--- config.mk ---
export PLATFORM = sky130hd
export DESIGN_NAME = bc_fir_tapline
export DESIGN_NICKNAME = d
export VERILOG_FILES = /design/src/rtl/bc_fir_tapline.sv
export SDC_FILE = /design/constraint.sdc
export NUM_CORES = 1
export LEC_CHECK = 0
export ABC_AREA = 1
export CORE_MARGIN = 2
export CORE_UTILIZATION = 42
export DETAILED_ROUTE_END_ITERATION = 10
export GPL_TIMING_DRIVEN = 0
export PLACE_DENSITY = 0.81
export SLEW_MARGIN = 20
export SYNTH_ARGS = -nofsm -noshare
export SYNTH_HDL_FRONTEND = slang
export SYNTH_SLANG_ARGS = --single-unit
--- constraint.sdc ---
create_clock -name clock -period 1.04 [get_ports clock]
set_input_delay 0.104 -clock clock [delete_from_list [all_inputs] [get_ports clock]]
set_output_delay 0.104 -clock clock [all_outputs]
set_load 0.05 [all_outputs]
--- src/rtl/bc_fir_tapline.sv ---
// Streaming front end for the combinational FIR: ORDER+1 tap delay line fed by
// a valid/ready sample port, plus a one-entry registered result buffer.
// Optional warm-up suppression: define BC_FIR_TAPLINE_WARMUP_EN.
module bc_fir_tapline #(
  parameter int N     = 12,
  parameter int ORDER = 18,
  parameter int FW    = $clog2(ORDER + 2)
) (
  input  logic                clock,
  input  logic                reset,
  input  logic                clear,
  input  logic                s_valid,
  output logic                s_ready,
  input  logic [N:0]          s_data,
  output logic [ORDER:0][N:0] tap,
  input  logic [N:0]          fir_out,
  output logic                r_valid,
  input  logic                r_ready,
  output logic [N:0]          r_data,
  output logic [FW-1:0]       fill,
  output logic                pend
);

  // Handshake rule for both ports: a transfer happens on a rising edge where
  // valid and ready are both high; valid never waits on ready, and s_ready is
  // a function of internal state and r_ready only.

  localparam logic [FW-1:0] FILL_FULL = FW'(ORDER + 1);
  localparam logic [FW-1:0] FILL_LAST = FW'(ORDER);

  logic [ORDER:0][N:0] tap_q, tap_d;
  logic                pend_q, pend_d;
  logic                r_valid_q, r_valid_d;
  logic [N:0]          r_data_q, r_data_d;
  logic [FW-1:0]       fill_q, fill_d;

  logic acc;
  logic r_free;
  logic capture;
  logic pend_set;

  always_comb begin
    r_free  = !r_valid_q || r_ready;
    capture = pend_q && r_free;
    s_ready = !pend_q || r_free;
    acc     = s_valid && s_ready;
`ifdef BC_FIR_TAPLINE_WARMUP_EN
    // Only samples that complete a real window (k >= ORDER+1) request a capture.
    pend_set = acc && (fill_q >= FILL_LAST);
`else
    pend_set = acc;
`endif
  end

  always_comb begin
    tap_d     = tap_q;
    pend_d    = pend_q;
    r_valid_d = r_valid_q;
    r_data_d  = r_data_q;
    fill_d    = fill_q;
    if (clear) begin
      tap_d     = '0;
      pend_d    = 1'b0;
      r_valid_d = 1'b0;
      r_data_d  = '0;
      fill_d    = '0;
    end else begin
      if (acc) begin
        tap_d = {tap_q[ORDER-1:0], s_data};
        if (fill_q != FILL_FULL) begin
          fill_d = fill_q + 1'b1;
        end
      end
      if (pend_set) begin
        pend_d = 1'b1;
      end else if (capture) begin
        pend_d = 1'b0;
      end
      // fir_out still reflects the pre-shift taps on a capture edge.
      if (capture) begin
        r_valid_d = 1'b1;
        r_data_d  = fir_out;
      end else if (r_valid_q && r_ready) begin
        r_valid_d = 1'b0;
      end
    end
  end

  always_ff @(posedge clock) begin
    if (reset) begin
      tap_q     <= '0;
      pend_q    <= 1'b0;
      r_valid_q <= 1'b0;
      r_data_q  <= '0;
      fill_q    <= '0;
    end else begin
      tap_q     <= tap_d;
      pend_q    <= pend_d;
      r_valid_q <= r_valid_d;
      r_data_q  <= r_data_d;
      fill_q    <= fill_d;
    end
  end

  assign tap     = tap_q;
  assign r_valid = r_valid_q;
  assign r_data  = r_data_q;
  assign fill    = fill_q;
  assign pend    = pend_q;

endmodule

======== Yosys cells after proc, flatten, opt, wreduce, memory -nomap -nowiden ========
Cells that the tools add are included.
word-level totals
  flip-flop bits (word level) ............. 267
  latch bits .............................. 0
  memory bits (writable) .................. 0
  bits in read-only memories .............. 0
  bits of input ports ..................... 31
  output and inout port bits .............. 268
  memories kept ........................... 0
operators by class
  $add $sub $neg .......................... 1
  $mul .................................... 0
  divide/modulo/power cells ............... 0
  $lt $le $gt $ge ......................... 0
  equal/unequal tests ..................... 1
  shifts and indexed selects .............. 0
  muxes and demuxes ....................... 4
  bitwise logic cells ..................... 0
  reduce and logical (&&, ||, !) cells .... 11
operators by type and width
  operator             count
  $add 5x1->5 const B  1
  $ne 5x5->1 const B   1
  $mux 1               4
  $reduce_bool 2->1    2
  $logic_and 1x1->1    3
  $logic_not 1->1      2
  $logic_or 1x1->1     2
  $reduce_and 2->1     1
  $reduce_or 2->1      1

======== Longest topological paths before layout ========
  depth after elaboration ................. 5
  gate-level depth with buffers ........... 8

======== Worst setup path after synthesis ========
OpenSTA, ideal clock, no wires.
  path kind ............................... register to register
  start ................................... reg r_valid_q (netlist: r_valid)
  end ..................................... reg tap_q (netlist bit tap[112])
  library setup time ...................... 116 ps
  arrival time ............................ 1,618 ps
  data required time ...................... 924 ps
  setup slack ............................. -694 ps
  stages on the path, launching flop included .. 8
  path buffers ............................ 2
  cells stage by stage .................... dfxtp_1 > nand3_4 > nand2_8 > inv_4 > buf_6 > buf_6 > nor2_1 > nor2_1
on the way
  longest elaborated chain between the ends .. 4
RTL lines
  item                      RTL line  source
  start: declaration        33        logic r_valid_q, r_valid_d;
  start signal: assignment  99        r_valid_q <= r_valid_d;
  $logic_not 1->1           43        r_free = !r_valid_q || r_ready;
  $logic_or 1x1->1          43
  $logic_or 1x1->1          45        s_ready = !pend_q || r_free;
  net s_ready               13        output logic s_ready,
  $logic_and 1x1->1         46        acc = s_valid && s_ready;
  end signal: assignment    97        tap_q <= tap_d;
  end: declaration          31        logic [ORDER:0][N:0] tap_q, tap_d;
The timed path passes the listed nets, and every way through them passes these cells.
A chain may end at the register's enable or synchronous reset.

======== Worst setup path after layout ========
  start ................................... reg pend_q (netlist: pend)
  end ..................................... reg tap_q (netlist bit tap[114])
on the way
  longest elaborated chain between the ends .. 3
RTL lines
  item                      RTL line  source
  start: declaration        32        logic pend_q, pend_d;
  start signal: assignment  98        pend_q <= pend_d;
  $logic_not 1->1           45
  $logic_or 1x1->1          45
  $logic_and 1x1->1         46
No other way between the ends.

==> results.yml <==
final_layout:
  antennaDiodeCount: 0
  fin_nets: 1762
  fill_cells: 1144
  drive_above_1_share: 0.566
  area_growth_syn_to_layout_pct: 85.9
  post-route-util: 0.788
sta:
  fin_crit_sh: 1.38
  relSlewSlack: 0.636
  rsz0062_at_grt: "true"
  hold_viol_final: 0
  drv_slew: 0
  worstMarginPinSlew_ns: 0.545
  fin_ws_ns: -0.393
  finalClockSkew_ns: 0.0160
  max_freq_mhz: 698
  finalSetupViolCount: 533
  layout_min_cycle_time_ns: 1.43
critical_path:
  worst_path_largest_cell_delay_ns: 0.35
  worstPathMaxFanout: 10
  cp_num_buf_inv: 2
  worstPathRequired_ns: 1.44
  cp-end-kind: "flop"
  worstPathArrival_ns: 1.83
  crit_family: "flip-flops"
  r2r_slack_ns: -0.39
  slowest_stage: "dfxtp_4"
  cp-start-kind: "flop"
  crit_type: "flop to flop"
  path_cells: "nand3_4, nand2_8, buf_8, buf_4, o21ai_0, nor2_1"
logic_synthesis:
  synth_flop_cell: "dfxtp_1"
  ys_seq_area_frac: 0.562
  yosys.area_share.simple: 0.224
  synth_top_cell_by_area: "dfxtp_1"
  synth.distinct_cells: 22
  synth.avg_cell_area_um2: 8.05
  ys.warnings.count: 0
  synth_top_family_by_area: "simple AND/OR/NAND/NOR gates"
  syn_inst: 1182
  synthAdderAreaFrac: 0.00132
  synth_top_area_frac: 0.562
  synth_area_um2: 9510
  synth-xor-area-share: 0.000921
  synth_seq_cells: 267
  synth_edf_count: 0
  synth.area.top_cells: "dfxtp_1, nor2_1, o21ai_0, buf_6, o21ai_1"
  synthMuxAreaShare: 0
  async_flop_share: 0
  synth_nets: 1214
  synth_compound_area_frac: 0.139
  synth_common_cells: "nor2_1, dfxtp_1, o21ai_0, o21ai_1, buf_6"
  synth_most_common_cell: "nor2_1"
die:
  start_util: 0.424
  ios: 299
  rows: 55
  die_area_um2: 23900
  core-area_um2: 22400
  die_x_um: 154
  die_y_um: 154
global_routing:
  grt_pass1_vias: 11300
  grt_first_pass_wirelength_um: 60300
  grt_use_met1: 0.335
  busiest_layer: "met2"
  grtUsageMet3: 0.0681
  antenna_found_initial: 0
  grt_use_met2: 0.592
  grt_max_degree: 14
  grt_use_total: 0.316
  grt_overflow: 0
clocking:
  clkSlewWorstSetupHoldPaths_ns: 0.06
  clock_sinks: 267
  cts_max_path_buffers: 3
  htreeDepth: 1
  cts_buffers: 27
  cts-root-buf: "clkbuf_16"
  cts_tree: "built"
  holdBufCountCts: 0
  insertion_delay_ns: 0.54
placement:
  place_congestion: 0.848
  dp_slack_ns: -0.649
  post-dp-hpwl_um: 19900
  portBuffers: 298
route:
  via_count: 11000
  wl_um: 40900
  firstDrtPassIters: 5
  wire_per_inst_um: 20.1
  ant_nets: 0
  drc_errors: 0
  drtIter0Drc: 700
  via_per_inst: 5.43
job:
  maxCapViolations: 0
pwr:
  peakVddDrop_mv: 1.31
  p_leak_nw: 7.88
  powerDensity_nw_per_um2: 1420
worst_hold_path:
  worstHoldPathType: "input pin to flop"
run_status:
  status: "finished, violations left"
  violations: "setup timing"
## path summary, 6_finish.rpt
kind,from,cells after the start,endpoint
max reg2reg,pend,6,tap[114]
max,pend,6,tap[114]
min,fir_out[6],3,r_data[6]
min reg2reg,tap[240],2,tap[240]
## cell families after synthesis
kind of cell	after synthesis
flip-flops	267
adder cells (fa/ha/maj)	1
XOR/XNOR	1
AND/OR/NAND/NOR	555
buffers and inverters	94
AO/OA/AOI/OAI	264
## metrics by stage
step | hold slack [ns] | instance area, µm² | TNS, ns | power, W | instances
CTS | 0.176 | 17300 | -82.50 | 0.0246 | 2030
floorplan | 0.269 | 9550 | -88.05 | 0.0133 | 1182
detailed placement | 0.473 | 12900 | -207.13 | 0.0144 | 1765
global route | 0.213 | 17700 | -105.37 | 0.0258 | 2031
finish | 0.176 | 17700 | -84.27 | 0.0252 | 2031
global placement | 0.462 | 12900 | -196.73 | 0.0144 | 1765
## routing by layer
layer	wire [µm]	up-vias
met5	0	-
li1	-	4897
met2	21100	668
met3	3200	215
met4	2540	0
met1	14100	5246
## report_power, final
group / switching [W] / internal, W / total (W)
registers: 0.000391 / 0.0105 / 0.0109
clock network: 0.00407 / 0.00555 / 0.00962
logic: 0.00273 / 0.00192 / 0.00465
## sequential cells by signal, summed over array words and instances, names as in the netlist
| register | cells |
|---|---|
| tap | 247 |
| r_data | 13 |
| fill | 5 |
| pend | 1 |
| r_valid | 1 |
## layout make-up
cell class / instances / area [µm²] / share of cell area
buffer: 85 / 768 / 0.0434
timing repair buffer: 518 / 5950 / 0.336
tap: 285 / 357 / 0.0202
multi-input combinational: 822 / 3850 / 0.218
clock buffer: 42 / 812 / 0.0459
clock inverter: 3 / 40.0 / 0.00226
inverter: 9 / 38.8 / 0.00219
sequential: 267 / 5870 / 0.332
## placed cells by master (no fill, tap or decap), drive strengths merged
cell type,count
inv,9
clkdlybuf4s50,30
clkbuf,69
o21ai,261
xor2,1
dfxtp,267
nand3,4
nand2,18
ha,1
nor3,1
clkinv,2
bufinv,1
buf,546
a21oi,3
nand4,1
nor2,532
## tightest hold or removal path, stage by stage
cell             delay, ns
clkdlybuf4s50_1       0.39
o21ai_1               0.12
nor2_1                0.04
## timing repair
action / CTS / global route
endpoints found under the hold margin: 0 / 0
endpoints found under the setup margin: 531 / 535
gates resized for setup: 2524 / 212
cloned: 0 / 1
pin swaps: 2 / 4
setup buffers: 220 / 0
Power figures use the tool's default switching activity.
